<file path="src/rtl/fetch_pkg.sv">
// Shared types and default sizes for the instruction-fetch sequencer.
package fetch_pkg;

    typedef enum logic [2:0] {
        S_IDLE,
        S_ADDR,
        S_WAIT,
        S_HOLD,
        S_FAULT
    } state_e;

    localparam int DefAddrWidth     = 8;
    localparam int DefDataWidth     = 8;
    localparam int DefTimeoutCycles = 16;

endpackage

</file>
<file path="src/rtl/fetch_timeout_ctr.sv">
// Counts consecutive memory-wait cycles and flags the TimeoutCycles-th one
// so the sequencer can give up on a missing acknowledge.
module fetch_timeout_ctr #(
    parameter int TimeoutCycles = 16
) (
    input  logic clk_i,
    input  logic reset_i,
    input  logic count_i,
    output logic expired_o
);

    localparam int CntWidth = $clog2(TimeoutCycles + 1);
    localparam logic [CntWidth-1:0] LastCount = CntWidth'(TimeoutCycles - 1);

    logic [CntWidth-1:0] cnt_q;

    // Dropping count_i outside the wait state clears the counter for the next entry.
    always_ff @(posedge clk_i) begin
        if (reset_i || !count_i) begin
            cnt_q <= '0;
        end else if (cnt_q != LastCount) begin
            cnt_q <= cnt_q + CntWidth'(1);
        end
    end

    assign expired_o = count_i && (cnt_q == LastCount);

endmodule

</file>
<file path="src/rtl/fetch_sequencer.sv">
// Instruction-fetch control: drives the PC counter, runs the memory read and
// holds the fetched word for the decoder. Optional wait timeout: FETCH_TIMEOUT_EN.
module fetch_sequencer
    import fetch_pkg::*;
#(
    parameter int AddrWidth     = DefAddrWidth,
    parameter int DataWidth     = DefDataWidth,
    parameter int TimeoutCycles = DefTimeoutCycles
) (
    input  logic                 Clk,
    input  logic                 Reset,
    input  logic [AddrWidth-1:0] PC_Q,
    output logic                 PC_OE_n,
    output logic                 PC_Load_n,
    output logic                 PC_Enable,
    output logic [AddrWidth-1:0] PC_D,
    output logic [AddrWidth-1:0] Mem_Addr,
    output logic                 Mem_Req,
    input  logic                 Mem_Ack,
    input  logic [DataWidth-1:0] Mem_Data,
    input  logic                 Branch,
    input  logic [AddrWidth-1:0] Branch_Target,
    output logic [DataWidth-1:0] IR,
    output logic                 IR_Valid,
    input  logic                 IR_Ready,
    output logic                 Fault
);

    state_e               state_q, state_d;
    logic [DataWidth-1:0] ir_q, ir_d;
    logic                 irValid_q, irValid_d;
    logic                 memReq_q, memReq_d;
    logic [AddrWidth-1:0] memAddr_q, memAddr_d;
    logic [AddrWidth-1:0] pcD_q, pcD_d;
    logic                 pcOeN_q, pcOeN_d;
    logic                 pcLoadN_q, pcLoadN_d;
    logic                 pcEnable_q, pcEnable_d;
    logic                 pending_q, pending_d;
    logic [AddrWidth-1:0] pendTarget_q, pendTarget_d;

`ifdef FETCH_TIMEOUT_EN
    logic fault_q, fault_d;
    logic timeoutExpired;

    fetch_timeout_ctr #(
        .TimeoutCycles(TimeoutCycles)
    ) uTimeout (
        .clk_i    (Clk),
        .reset_i  (Reset),
        .count_i  (state_q == S_WAIT),
        .expired_o(timeoutExpired)
    );

    assign Fault = fault_q;
`else
    logic unusedTimeout;
    assign unusedTimeout = ^TimeoutCycles;
    assign Fault = 1'b0;
`endif

    // Strobes default to inactive so every pulse lasts exactly one cycle.
    always_comb begin
        state_d      = state_q;
        ir_d         = ir_q;
        irValid_d    = irValid_q;
        memReq_d     = memReq_q;
        memAddr_d    = memAddr_q;
        pcD_d        = pcD_q;
        pcOeN_d      = 1'b1;
        pcLoadN_d    = 1'b1;
        pcEnable_d   = 1'b0;
        pending_d    = pending_q;
        pendTarget_d = pendTarget_q;
`ifdef FETCH_TIMEOUT_EN
        fault_d      = fault_q;
`endif
        case (state_q)
            S_IDLE, S_ADDR, S_HOLD: begin
                if (Branch) begin
                    irValid_d = 1'b0;
                    memReq_d  = 1'b0;
                    pcLoadN_d = 1'b0;
                    pcD_d     = Branch_Target;
                    state_d   = S_IDLE;
                end else if (state_q == S_IDLE) begin
                    pcOeN_d = 1'b0;
                    state_d = S_ADDR;
                end else if (state_q == S_ADDR) begin
                    memAddr_d = PC_Q;
                    memReq_d  = 1'b1;
                    state_d   = S_WAIT;
                end else if (IR_Ready) begin
                    irValid_d = 1'b0;
                    state_d   = S_IDLE;
                end
            end
            S_WAIT: begin
                if (Mem_Ack) begin
                    memReq_d = 1'b0;
                    // A branch seen during the read makes the returned word stale.
                    if (pending_q || Branch) begin
                        pcLoadN_d = 1'b0;
                        pcD_d     = Branch ? Branch_Target : pendTarget_q;
                        pending_d = 1'b0;
                        state_d   = S_IDLE;
                    end else begin
                        ir_d       = Mem_Data;
                        irValid_d  = 1'b1;
                        pcEnable_d = 1'b1;
                        state_d    = S_HOLD;
                    end
                end else begin
                    if (Branch) begin
                        pending_d    = 1'b1;
                        pendTarget_d = Branch_Target;
                    end
`ifdef FETCH_TIMEOUT_EN
                    if (timeoutExpired) begin
                        memReq_d  = 1'b0;
                        pending_d = 1'b0;
                        fault_d   = 1'b1;
                        state_d   = S_FAULT;
                    end
`endif
                end
            end
`ifdef FETCH_TIMEOUT_EN
            S_FAULT: begin
                irValid_d = 1'b0;
                memReq_d  = 1'b0;
            end
`endif
            default: begin
                state_d = S_IDLE;
            end
        endcase
    end

    always_ff @(posedge Clk) begin
        if (Reset) begin
            state_q      <= S_IDLE;
            ir_q         <= '0;
            irValid_q    <= 1'b0;
            memReq_q     <= 1'b0;
            memAddr_q    <= '0;
            pcD_q        <= '0;
            pcOeN_q      <= 1'b1;
            pcLoadN_q    <= 1'b1;
            pcEnable_q   <= 1'b0;
            pending_q    <= 1'b0;
            pendTarget_q <= '0;
`ifdef FETCH_TIMEOUT_EN
            fault_q      <= 1'b0;
`endif
        end else begin
            state_q      <= state_d;
            ir_q         <= ir_d;
            irValid_q    <= irValid_d;
            memReq_q     <= memReq_d;
            memAddr_q    <= memAddr_d;
            pcD_q        <= pcD_d;
            pcOeN_q      <= pcOeN_d;
            pcLoadN_q    <= pcLoadN_d;
            pcEnable_q   <= pcEnable_d;
            pending_q    <= pending_d;
            pendTarget_q <= pendTarget_d;
`ifdef FETCH_TIMEOUT_EN
            fault_q      <= fault_d;
`endif
        end
    end

    assign IR        = ir_q;
    assign IR_Valid  = irValid_q;
    assign Mem_Req   = memReq_q;
    assign Mem_Addr  = memAddr_q;
    assign PC_D      = pcD_q;
    assign PC_OE_n   = pcOeN_q;
    assign PC_Load_n = pcLoadN_q;
    assign PC_Enable = pcEnable_q;

endmodule

</file>
<file path="config.mk">
export PLATFORM = sky130hd
export DESIGN_NAME = fetch_sequencer
export DESIGN_NICKNAME = d
export VERILOG_FILES = /design/src/rtl/fetch_pkg.sv /design/src/rtl/fetch_timeout_ctr.sv /design/src/rtl/fetch_sequencer.sv
export SDC_FILE = /design/constraint.sdc
export NUM_CORES = 1
export LEC_CHECK = 0
export CORE_UTILIZATION = 40
export CTS_BUF_LIST = sky130_fd_sc_hd__clkbuf_4
export CTS_CLUSTER_DIAMETER = 150
export DETAILED_ROUTE_END_ITERATION = 6
export PLACE_DENSITY = 0.73
export RECOVER_POWER = 100
export SLEW_MARGIN = 20
export SYNTH_ARGS = -nofsm -noshare
export SYNTH_HDL_FRONTEND = slang
export SYNTH_HIERARCHICAL = 1
export SYNTH_SLANG_ARGS = --single-unit
export TNS_END_PERCENT = 30
</file>
<file path="constraint.sdc">
create_clock -name Clk -period 1.7 [get_ports Clk]
set_clock_uncertainty 0.15 [all_clocks]
set_input_delay 0.255 -clock Clk [delete_from_list [all_inputs] [get_ports Clk]]
set_output_delay 0.255 -clock Clk [all_outputs]
set_load 0.1 [all_outputs]
</file>
# Word-level counts from Yosys, hierarchy flattened
# Index checks and enable logic that the tools add are counted.
[classes] reduce_logical=15 n_bitwise=6 n_eq_ne=13 mux=32
[ops] op="2-to-1 mux 8 bit" n=4
[ops] op="2-to-1 mux 1 bit" n=17
[ops] op="case mux 8 bit (2 select lines)" n=1
[ops] op="2-to-1 mux 3 bit" n=5
[ops] op="!= test 3 bit, second input constant" n=4
[ops] op="AND reduction 4 bit" n=3
[ops] op="OR reduction 3 bit" n=3
[ops] op="!= test 2 bit, second input constant" n=4
[ops] op="== test 3 x 2 -> 1 bit, second input constant" n=2
[ops] op="inverter 1 bit" n=6
[ops] op="case mux 1 bit (2 select lines)" n=3
[ops] op="case mux 3 bit (2 select lines)" n=1
[ops] op="AND reduction 3 bit" n=2
[ops] op="AND reduction 6 bit" n=1
[ops] op="!= test 5 bit, second input constant" n=1
[ops] op="AND reduction 2 bit" n=2
[ops] op="nonzero test 2 bit" n=2
[ops] op="== test 3 x 1 -> 1 bit, second input constant" n=1
[ops] op="zero test 3 bit" n=1
[ops] op="2-to-1 mux 2 bit" n=1
[ops] op="!= test 2 x 1 -> 1 bit, second input constant" n=1
[ops] op="logical OR 1 bit" n=1
[totals] reg_bits=41 inputBits=29 output_inout_bits=30

# Longest topological paths before layout
# Gate-level depths: netlist of run 1.
[depth] word_depth=5 depth_mapped=5 ltp_nobuf=3

# Worst setup path after synthesis of run 1
# Ideal clock, no wire load.
[synth_path] kind="register to register" startpoint="register, netlist name Mem_Req" endpoint="register memReq_q, in the netlist Mem_Req" n_path_buf=0 slack_ns=0.193 stages_incl_launch_ff=3 required_ns=1.476 setup_ns=0.074 arrival_ns=1.283 period_less_slack_ns=1.507 path_cell_list="dfxtp_1 -> o21ai_0 -> a31oi_1"
[synth_rtl] item="to (signal assigned)" line_no="fetch_sequencer.sv:159" rtl="memReq_q <= memReq_d;"
[synth_rtl] item="to (decl)" line_no="fetch_sequencer.sv:32" rtl="logic memReq_q, memReq_d;"

==> results of run 1 <==
[power by group through the flow]
stage | sequential, mW | clock (mW) | combinational, mW
floorplan | 1.22 | 0 | 0.121
global placement | 1.03 | 0 | 0.555
detailed placement | 1.03 | 0 | 0.560
CTS | 1.01 | 0.935 | 0.563
global route | 0.998 | 0.969 | 0.498
finish | 0.993 | 0.919 | 0.475
[sequential cells by signal, summed over array words and instances (netlist names)]
| name | flops |
|---|---|
| state_q | 2 |
| PC_OE_n | 1 |
| Mem_Req | 1 |
| pending_q | 1 |
| PC_D | 8 |
| IR | 8 |
| Mem_Addr | 8 |
| PC_Enable | 1 |
| PC_Load_n | 1 |
| IR_Valid | 1 |
| pendTarget_q | 8 |
[path summary, 6_finish.rpt]
path         startpoint      end  slack, ps  cells after the start
max reg2reg  state_q[0]  PC_D[6]        100                      3
min reg2reg       IR[6]    IR[6]        330                      2
max               Reset  PC_D[6]         60                      4
min               IR[6]    IR[6]        330                      2
[cells in the final DEF (no fill, tap or decap), drive strengths merged, types with 2 or more instances in the layout]
cell	count
a21oi	4
a31oi	2
buf	34
bufinv	3
clkbuf	18
clkdlybuf4s50	26
dfxtp	40
dlygate4sd3	2
mux2i	16
nand2b	17
nand3	10
nand3b	2
nand4b	8
nor2	20
nor2b	2
nor3	2
nor3b	2
o21ai	10
o221a	8
[per-layer routing]
metal / up-vias / track usage (%) / wire length (um)
met5: - / 0 / 0
met1: 700 / 22.9 / 1750
met2: 40 / 30.9 / 1940
met3: 5 / 6.34 / 234
met4: 0 / 9.04 / 58
li1: 739 / - / -
[logic make-up (layout without fill, tap and decap cells)]
logic type      count (synthesis)  count (layout)
other cells                     1               1
mux                            17              17
simple gates                   71              71
compound gates                 26              26
flops                          40              40
buf+inv                        16              84
[critical path, delay by kind of cell]
kind | cells | cell delay [ps]
AND/OR/NAND/NOR | 2 | 800
buffers and inverters | 1 | 570
AO/OA/AOI/OAI | 1 | 180
[area by class of cell]
cell class,instances,area [um2],share of cell area (%)
Sequential cell,40,801,33.9
Clock inverter,3,90.1,3.81
Tap cell,50,62.6,2.65
Inverter,1,3.75,0.159
Clock buffer,5,37.5,1.59
Multi-Input combinational cell,115,790,33.4
Timing Repair Buffer,75,581,24.6
==> impl_metrics.tcl, run 1 <==
set metrics [dict create \
    syn_area_per_cell_um2 9.78 \
    p_leak_nw 0.979 \
    synth_top_family_by_area "simple AND/OR/NAND/NOR gates" \
    clkTransAtPathRegs_ps 120 \
    core_area_um2 4000 \
    max_freq_mhz 609 \
    antenna_found_initial 0 \
    cts_tree "yes" \
    first_pass_iters 5 \
    synth_common_cells "dfxtp_1 (40), nor2_1 (19), nand2b_1 (17)" \
    gp_congestion 0.759 \
    fillers 338 \
    antenna_cells 0 \
    fin_ws_ps 57.2 \
    ctsResizeCount 0 \
    power_mw 2.39 \
    holdWs_ps 326 \
    final_cells 289 \
    cp.required_ps 1860 \
    postRouteAntennaNets 0 \
    yosysMostFrequentCell "dfxtp_1" \
    critPathMaxStageDelay_ps 640 \
    crit_slowest_cell "or4b_1" \
    placementRows 23 \
    dp.cells 281 \
    maxCapViolCount 0 \
    die_area_um2 4440 \
    drive_gt1_share_pct 28.0 \
    worstSetupStartpointType "input port" \
    grt_max_degree 28 \
    postPlaceCellArea_um2 2670 \
    maxSlewHeadroom_pct 64.1 \
    p_sw_mw 0.653 \
    boundaryPins 59 \
    drt-total-wl_um 3990 \
    synth_area_leaders "dfxtp_1 (48%), mux2i_1 (9.6%), nand2b_1 (6.4%), nor2_1 (4.3%), nand4b_1 (4.2%)" \
    portBuffers 57 \
    wl_per_cell_um 13.8 \
    tns_ps 0 \
    fin_crit_sh_pct 96.6 \
    syn-num-nets 200 \
    synth_top_area_cell "dfxtp_1" \
    avgViaCountPerCell 5.13 \
    ctsHoldBuffers 0 \
    synth-simple-area-share_pct 25.3 \
    yosys_warnings 6 \
    vdd_drop_max_v 0.000653 \
    synth-compound-area-share_pct 11.5 \
    die_w_um 66.6 \
    cp_max_fo 8 \
    clockPowerShare_pct 38.5 \
    synth_adder_area_share_pct 0 \
    pre_cts_slack_ps -265 \
    synth-xor-area-share_pct 0 \
    seqPwrFrac_pct 41.6 \
    tightest_slew_ps 540 \
    die_y_um 66.6 \
    grt_usage_pct 19.2 \
    synth.distinct_cells 34 \
    fin_nets 267 \
    synthToLayoutAreaGrowth_pct 41.5 \
    synth-edff-count 0 \
    drt-initial-drc-count 79 \
    synth-seq-cells 40 \
    run_status "complete, no violations" \
    cts_htree_levels 2 \
    synth_top_area_share_pct 47.9 \
    synthCells 171 \
    pwr-share-comb_pct 19.9 \
    synth_mux_area_share_pct 10.3 \
    p_int_mw 1.73 \
    grt_pass1_wl_um 6370 \
    stdcell_area_um2 2360 \
    worst_setup_path_end_kind "flip-flop" \
    post-cts-setup-buffers 0 \
    ys_async_sr_fraction_pct 0 \
    p_per_area_nw_per_um2 1010 \
    dp_hpwl_um 2890 \
    switching_share_pct 27.4 \
    period_minus_slack_ps 1640 \
    critPathKind "in -> reg" \
    ys.flop_type "dfxtp_1" \
    overflow 0 \
    clockRootBuffer "clkbuf_4" \
    first_global_vias 1431 \
    syn_area_um2 1670 \
    drc 0 \
    vias 1484 \
    final_util_pct 59.1 \
    cts_buffers 5 \
    hold_class "reg -> reg" \
    arrival_ps 1800 \
    clk_latency_ps 350 \
    hold_viol 0 \
    crit_path_cell_trace "dlygate4sd3_1, or4b_1, nand3_1, o221a_1" \
    initial_core_util_pct 41.8 \
    rsz0062_at_grt "false" \
    clk_path_buf_depth 2 \
    setup_viol_count_final 0 \
    slew_viol_final 0 \
    yosysSeqAreaShare_pct 47.9 \
    cts.sinks 40 \
]
Note: power is estimated with default switching activity, not from simulation.
==> run 2, diff against run 1 <==
--- a/config.mk
+++ b/config.mk
@@ -10,5 +10,5 @@
 export CTS_CLUSTER_DIAMETER = 150
 export DETAILED_ROUTE_END_ITERATION = 6
-export PLACE_DENSITY = 0.73
+export PLACE_DENSITY = 0.76
 export RECOVER_POWER = 100
 export SLEW_MARGIN = 20
==> constraint.sdc (replaced) <==
create_clock -name Clk -period 1.4 [get_ports Clk]
set_clock_uncertainty 0.15 [all_clocks]
set_input_delay 0.21 -clock Clk [delete_from_list [all_inputs] [get_ports Clk]]
set_output_delay 0.21 -clock Clk [all_outputs]
set_load 0.005 [all_outputs]
==> impl_metrics.tcl, run 2 (synthesized netlist as in run 1, its figures left out) <==
set metrics [dict create \
    cts_tree "yes" \
    die_area_um2 4440 \
    crit_slowest_cell "or4b_4" \
    p_int_mw 1.58 \
    drt-total-wl_um 3700 \
    clk_path_buf_depth 2 \
    fin_ws_ps -31.6 \
    crit_path_cell_trace "or4b_4, nand3_1, o221a_1" \
    dp_hpwl_um 2530 \
    initial_core_util_pct 41.8 \
    clkTransAtPathRegs_ps 120 \
    postPlaceCellArea_um2 2390 \
    run_status "finished with violations" \
    grt_usage_pct 18.0 \
    critPathKind "reg -> reg" \
    antenna_cells 0 \
    p_sw_mw 0.517 \
    placementRows 23 \
    layout_commonest_cell "dfxtp_1" \
    stdcell_area_um2 2500 \
    rsz0062_at_grt "true" \
    cts_htree_levels 2 \
    hold_class "in -> reg" \
    drt-initial-drc-count 48 \
    grt_pass1_wl_um 5950 \
    seqPwrFrac_pct 57.5 \
    synthToLayoutAreaGrowth_pct 49.4 \
    slew_viol_final 0 \
    p_per_area_nw_per_um2 838 \
    die_y_um 66.6 \
    worst_setup_path_end_kind "flip-flop" \
    gp_congestion 0.739 \
    first_global_vias 1309 \
    fin_nets 270 \
    clockRootBuffer "clkbuf_4" \
    clockPowerShare_pct 26.4 \
    die_w_um 66.6 \
    period_minus_slack_ps 1430 \
    arrival_ps 1580 \
    critPathMaxStageDelay_ps 590 \
    tns_ps -56.0 \
    hold_viol 0 \
    worstSetupStartpointType "flip-flop" \
    postRouteAntennaNets 0 \
    core_area_um2 4000 \
    maxCapViolCount 0 \
    avgViaCountPerCell 5.03 \
    cts.sinks 40 \
    grt_max_degree 31 \
    portBuffers 57 \
    drive_gt1_share_pct 23.1 \
    drc 0 \
    mostFrequentLayoutCells "dfxtp_1 (34), dlygate4sd2_1 (30), clkdlybuf4s50_1 (26)" \
    pwr-share-comb_pct 16.1 \
    cp_max_fo 8 \
    switching_share_pct 24.7 \
    fillers 364 \
    cp.required_ps 1550 \
    vdd_drop_max_v 0.000489 \
    p_leak_nw 1.08 \
    fin_crit_sh_pct 102 \
    clk_latency_ps 340 \
    cts_buffers 5 \
    violations "setup timing" \
    wl_per_cell_um 12.7 \
    boundaryPins 59 \
    antenna_found_initial 0 \
    setup_viol_count_final 3 \
    overflow 0 \
    first_pass_iters 4 \
    max_freq_mhz 699 \
    vias 1469 \
]
==> run 2: cell types whose count changed in the layout (fill, tap and decap cells not counted), sizes merged, moves of 2 or more <==
cell / before / now
clkinv: 0 / 3
dlygate4sd2: 0 / 30
bufinv: 3 / 0
buf: 34 / 19
dlygate4sd3: 2 / 0
clkbuf: 18 / 7
==> run 2: power by group through the flow <==
stage / registers [mW] / logic, mW / clock network (mW)
global placement: 1.23 / 0.337 / 0
finish: 1.20 / 0.337 / 0.552
detailed placement: 1.23 / 0.341 / 0
floorplan: 1.23 / 0.136 / 0
CTS: 1.21 / 0.331 / 0.567
global route: 1.21 / 0.370 / 0.614
==> run 2: cell type report <==
class	count	area, um2	share of cell area, %
flip-flops and latches	40	811	32.5
clock inverters	3	13.8	0.551
repair buffers	78	717	28.7
inverters	1	3.75	0.150
multi-input cells	115	852	34.1
clock buffers	5	37.5	1.50
well taps	50	62.6	2.51
==> run 2: worst paths after layout <==
path / cells after the start / end / from / slack (ps)
max: 3 / PC_D[6] / state_q[0] / -30
max reg2reg: 3 / PC_D[6] / state_q[0] / -30
min: 3 / IR[6] / Mem_Data[6] / 290
min reg2reg: 2 / IR[5] / IR[5] / 330
==> run 2: what timing repair did <==
item	CTS	global route
pin swaps	2	4
endpoints found under the setup margin	53	27
hold buffers	0	0
gates resized for setup	68	9
setup buffers	1	2
==> run 2: routing by layer <==
metal | part of all wire (%) | global-route usage [%] | vias up
met5 | 0 | 0 | -
met4 | 1.1 | 4.79 | 0
met3 | 5.3 | 6.34 | 5
met2 | 45 | 26.8 | 36
met1 | 49 | 24.5 | 686
li1 | - | - | 742
==> run 2: worst max-delay path, delay by kind of cell, from the launching register on <==
kind / cells / cell delay, ps
simple gates: 2 / 710
flops: 1 / 360
compound gates: 1 / 170
==> run 2: per-stage QoR <==
stage               hold slack, ps  util, %  total power, mW  std cells  worst slack (ps)
floorplan                      207        -             1.36        171              11.0
global placement               312     59.7             1.57        281              -532
detailed placement             318     59.7             1.57        281              -550
CTS                            280     62.3             2.11        290              -155
global route                   294     62.4             2.19        292             -75.4
finish                         294     62.4             2.09        292             -31.6
==> run 3, diff against run 2 <==
ABC_AREA = 1   (was not set)
CORE_MARGIN = 2   (was not set)
PLACE_DENSITY = 0.75   (was 0.76)
==> impl_metrics.tcl, run 3 <==
set metrics [dict create \
    run_status "complete, no violations" \
    dp.cells 368 \
    r2r_setup_slack_ps 30 \
    fin_nets 356 \
    mostFrequentLayoutCells "nand2_1 (75), nor2_1 (42), dfxtp_1 (37)" \
    tns_ps 0 \
    synth-seq-cells 40 \
    boundaryPins 59 \
    p_leak_nw 1.23 \
    synth_top_area_share_pct 45.6 \
    synthToLayoutAreaGrowth_pct 43.6 \
    yosysSeqAreaShare_pct 45.6 \
    cp.required_ps 1540 \
    pre_cts_slack_ps -304 \
    critPathKind "reg -> reg" \
    worstSetupStartpointType "flip-flop" \
    dp_hpwl_um 3020 \
    cts_tree "yes" \
    ys.flop_type "dfxtp_1" \
    placementRows 24 \
    hold_viol 0 \
    antenna_found_initial 0 \
    hp-start "Branch" \
    worstSetupStartpoint "state_q[1]" \
    yosysMostFrequentCell "nand2_1" \
    slew_viol_final 0 \
    arrival_ps 1510 \
    fin_crit_sh_pct 98.0 \
    worst_setup_path_end_kind "flip-flop" \
    cp_max_fo 6 \
    r2r-start "state_q[1]" \
    syn_area_um2 1760 \
    drive_gt1_share_pct 13.4 \
    vdd_drop_max_v 0.000493 \
    max_freq_mhz 729 \
    holdPathStages 4 \
    crit_slowest_cell "dfxtp_2" \
    hold_class "in -> reg" \
    die_y_um 70.3 \
    gp_congestion 0.895 \
    die_area_um2 4940 \
    final_cells 380 \
    clk_latency_ps 340 \
    vias 1758 \
    grt_usage_pct 17.4 \
    layout_commonest_cell "nand2_1" \
    drt-initial-drc-count 79 \
    wl_per_cell_um 10.9 \
    hold_end "PC_OE_n" \
    overflow 0 \
    grt_max_degree 18 \
    yosys_warnings 6 \
    first_pass_iters 4 \
    synth_top_area_cell "dfxtp_1" \
    drc 0 \
    crit_path_cell_trace "inv_2, nor2_4, nand2_2, buf_4, nand2_1, a21oi_1, nor2_1" \
    synth_area_leaders "dfxtp_1 (46%), nand2_1 (16%), nor2_1 (9.0%), o21ai_0 (7.4%), a21oi_1 (5.1%)" \
    antenna_cells 0 \
    clkTransAtPathRegs_ps 120 \
    synth_common_cells "nand2_1 (76), nor2_1 (42), dfxtp_1 (40)" \
    syn_area_per_cell_um2 6.92 \
    postRouteAntennaNets 0 \
    fin_ws_ps 27.7 \
    synth-edff-count 0 \
    final_util_pct 58.8 \
    first_global_vias 1632 \
    core_area_um2 4290 \
    syn-num-nets 283 \
    cts_htree_levels 2 \
    fillers 442 \
    avgViaCountPerCell 4.63 \
    drt-total-wl_um 4140 \
    ctsHoldBuffers 0 \
    clk_path_buf_depth 2 \
    reg2reg_depth 7 \
    grt_pass1_wl_um 6930 \
    die_w_um 70.3 \
    r2r-end "state_q[0]" \
    crit_family "simple AND/OR/NAND/NOR gates" \
    path_buf_inv 2 \
    setup_viol_count_final 0 \
    period_minus_slack_ps 1370 \
    maxCapViolCount 0 \
    p_per_area_nw_per_um2 921 \
    initial_core_util_pct 40.9 \
    synthCells 254 \
    portBuffers 57 \
    synth.distinct_cells 21 \
    rsz0062_at_grt "true" \
    clockRootBuffer "clkbuf_4" \
    cts_buffers 5 \
    ys_async_sr_fraction_pct 0 \
    critPathMaxStageDelay_ps 390 \
    cts.sinks 40 \
]
-- run 3: stage by stage --
step | hold slack, ps | area (um2) | power (mW)
floorplan | 220 | 1760 | 1.53
detailed placement | 290 | 2450 | 1.79
global route | 298 | 2520 | 2.46
CTS | 303 | 2520 | 2.34
finish | 263 | 2520 | 2.32
global placement | 282 | 2450 | 1.78
-- run 3: timing repair --
item	in CTS	in global routing
setup endpoints to repair	29	27
gates resized for setup	54	10
setup buffers	2	0
gates cloned	0	2
pin swaps	0	1
-- run 3: worst reg2reg max path, stage by stage (launching register included) --
cell and delay [ps]:
dfxtp_2 390, inv_2 90, nor2_4 190, nand2_2 130
buf_4 170, nand2_1 50, a21oi_1 60, nor2_1 80
-- run 3: cell families after synthesis --
logic type	after synthesis	share of synthesized area, %
AO/OA/AOI/OAI	45	13.0
buffers and inverters	39	10.3
flip-flops	40	45.6
other	1	0.213
AND/OR/NAND/NOR	129	31.0
-- run 3: worst max path at each step --
stage / cells after the start / endpoint
floorplan: 8 / PC_D[6]
global placement: 5 / Mem_Addr[4]
detailed placement: 5 / Mem_Addr[4]
CTS: 1 / IR[5]
global route: 4 / Mem_Addr[1]
finish: 7 / state_q[0]
-- run 3: layer usage --
metal	track usage, %	part of all wire, %
met4	7.48	1.2
met5	0	0
met3	2.74	5.0
met1	21.6	45
met2	29.7	49
-- run 3: cell type report --
type	instances	area [um2]	area share, %
inverters	27	103	4.06
repair buffers	77	708	28.0
clock inverters	3	18.8	0.743
multi-input cells	176	788	31.2
clock buffers	5	37.5	1.49
flip-flops and latches	40	805	31.9
well taps	52	65.1	2.58
-- run 3: power breakdown --
part	switching (mW)	internal [mW]	leakage (nW)
Clock	0.390	0.189	0.0249
Sequential	0.0353	1.21	0.328
Combinational	0.246	0.255	0.877
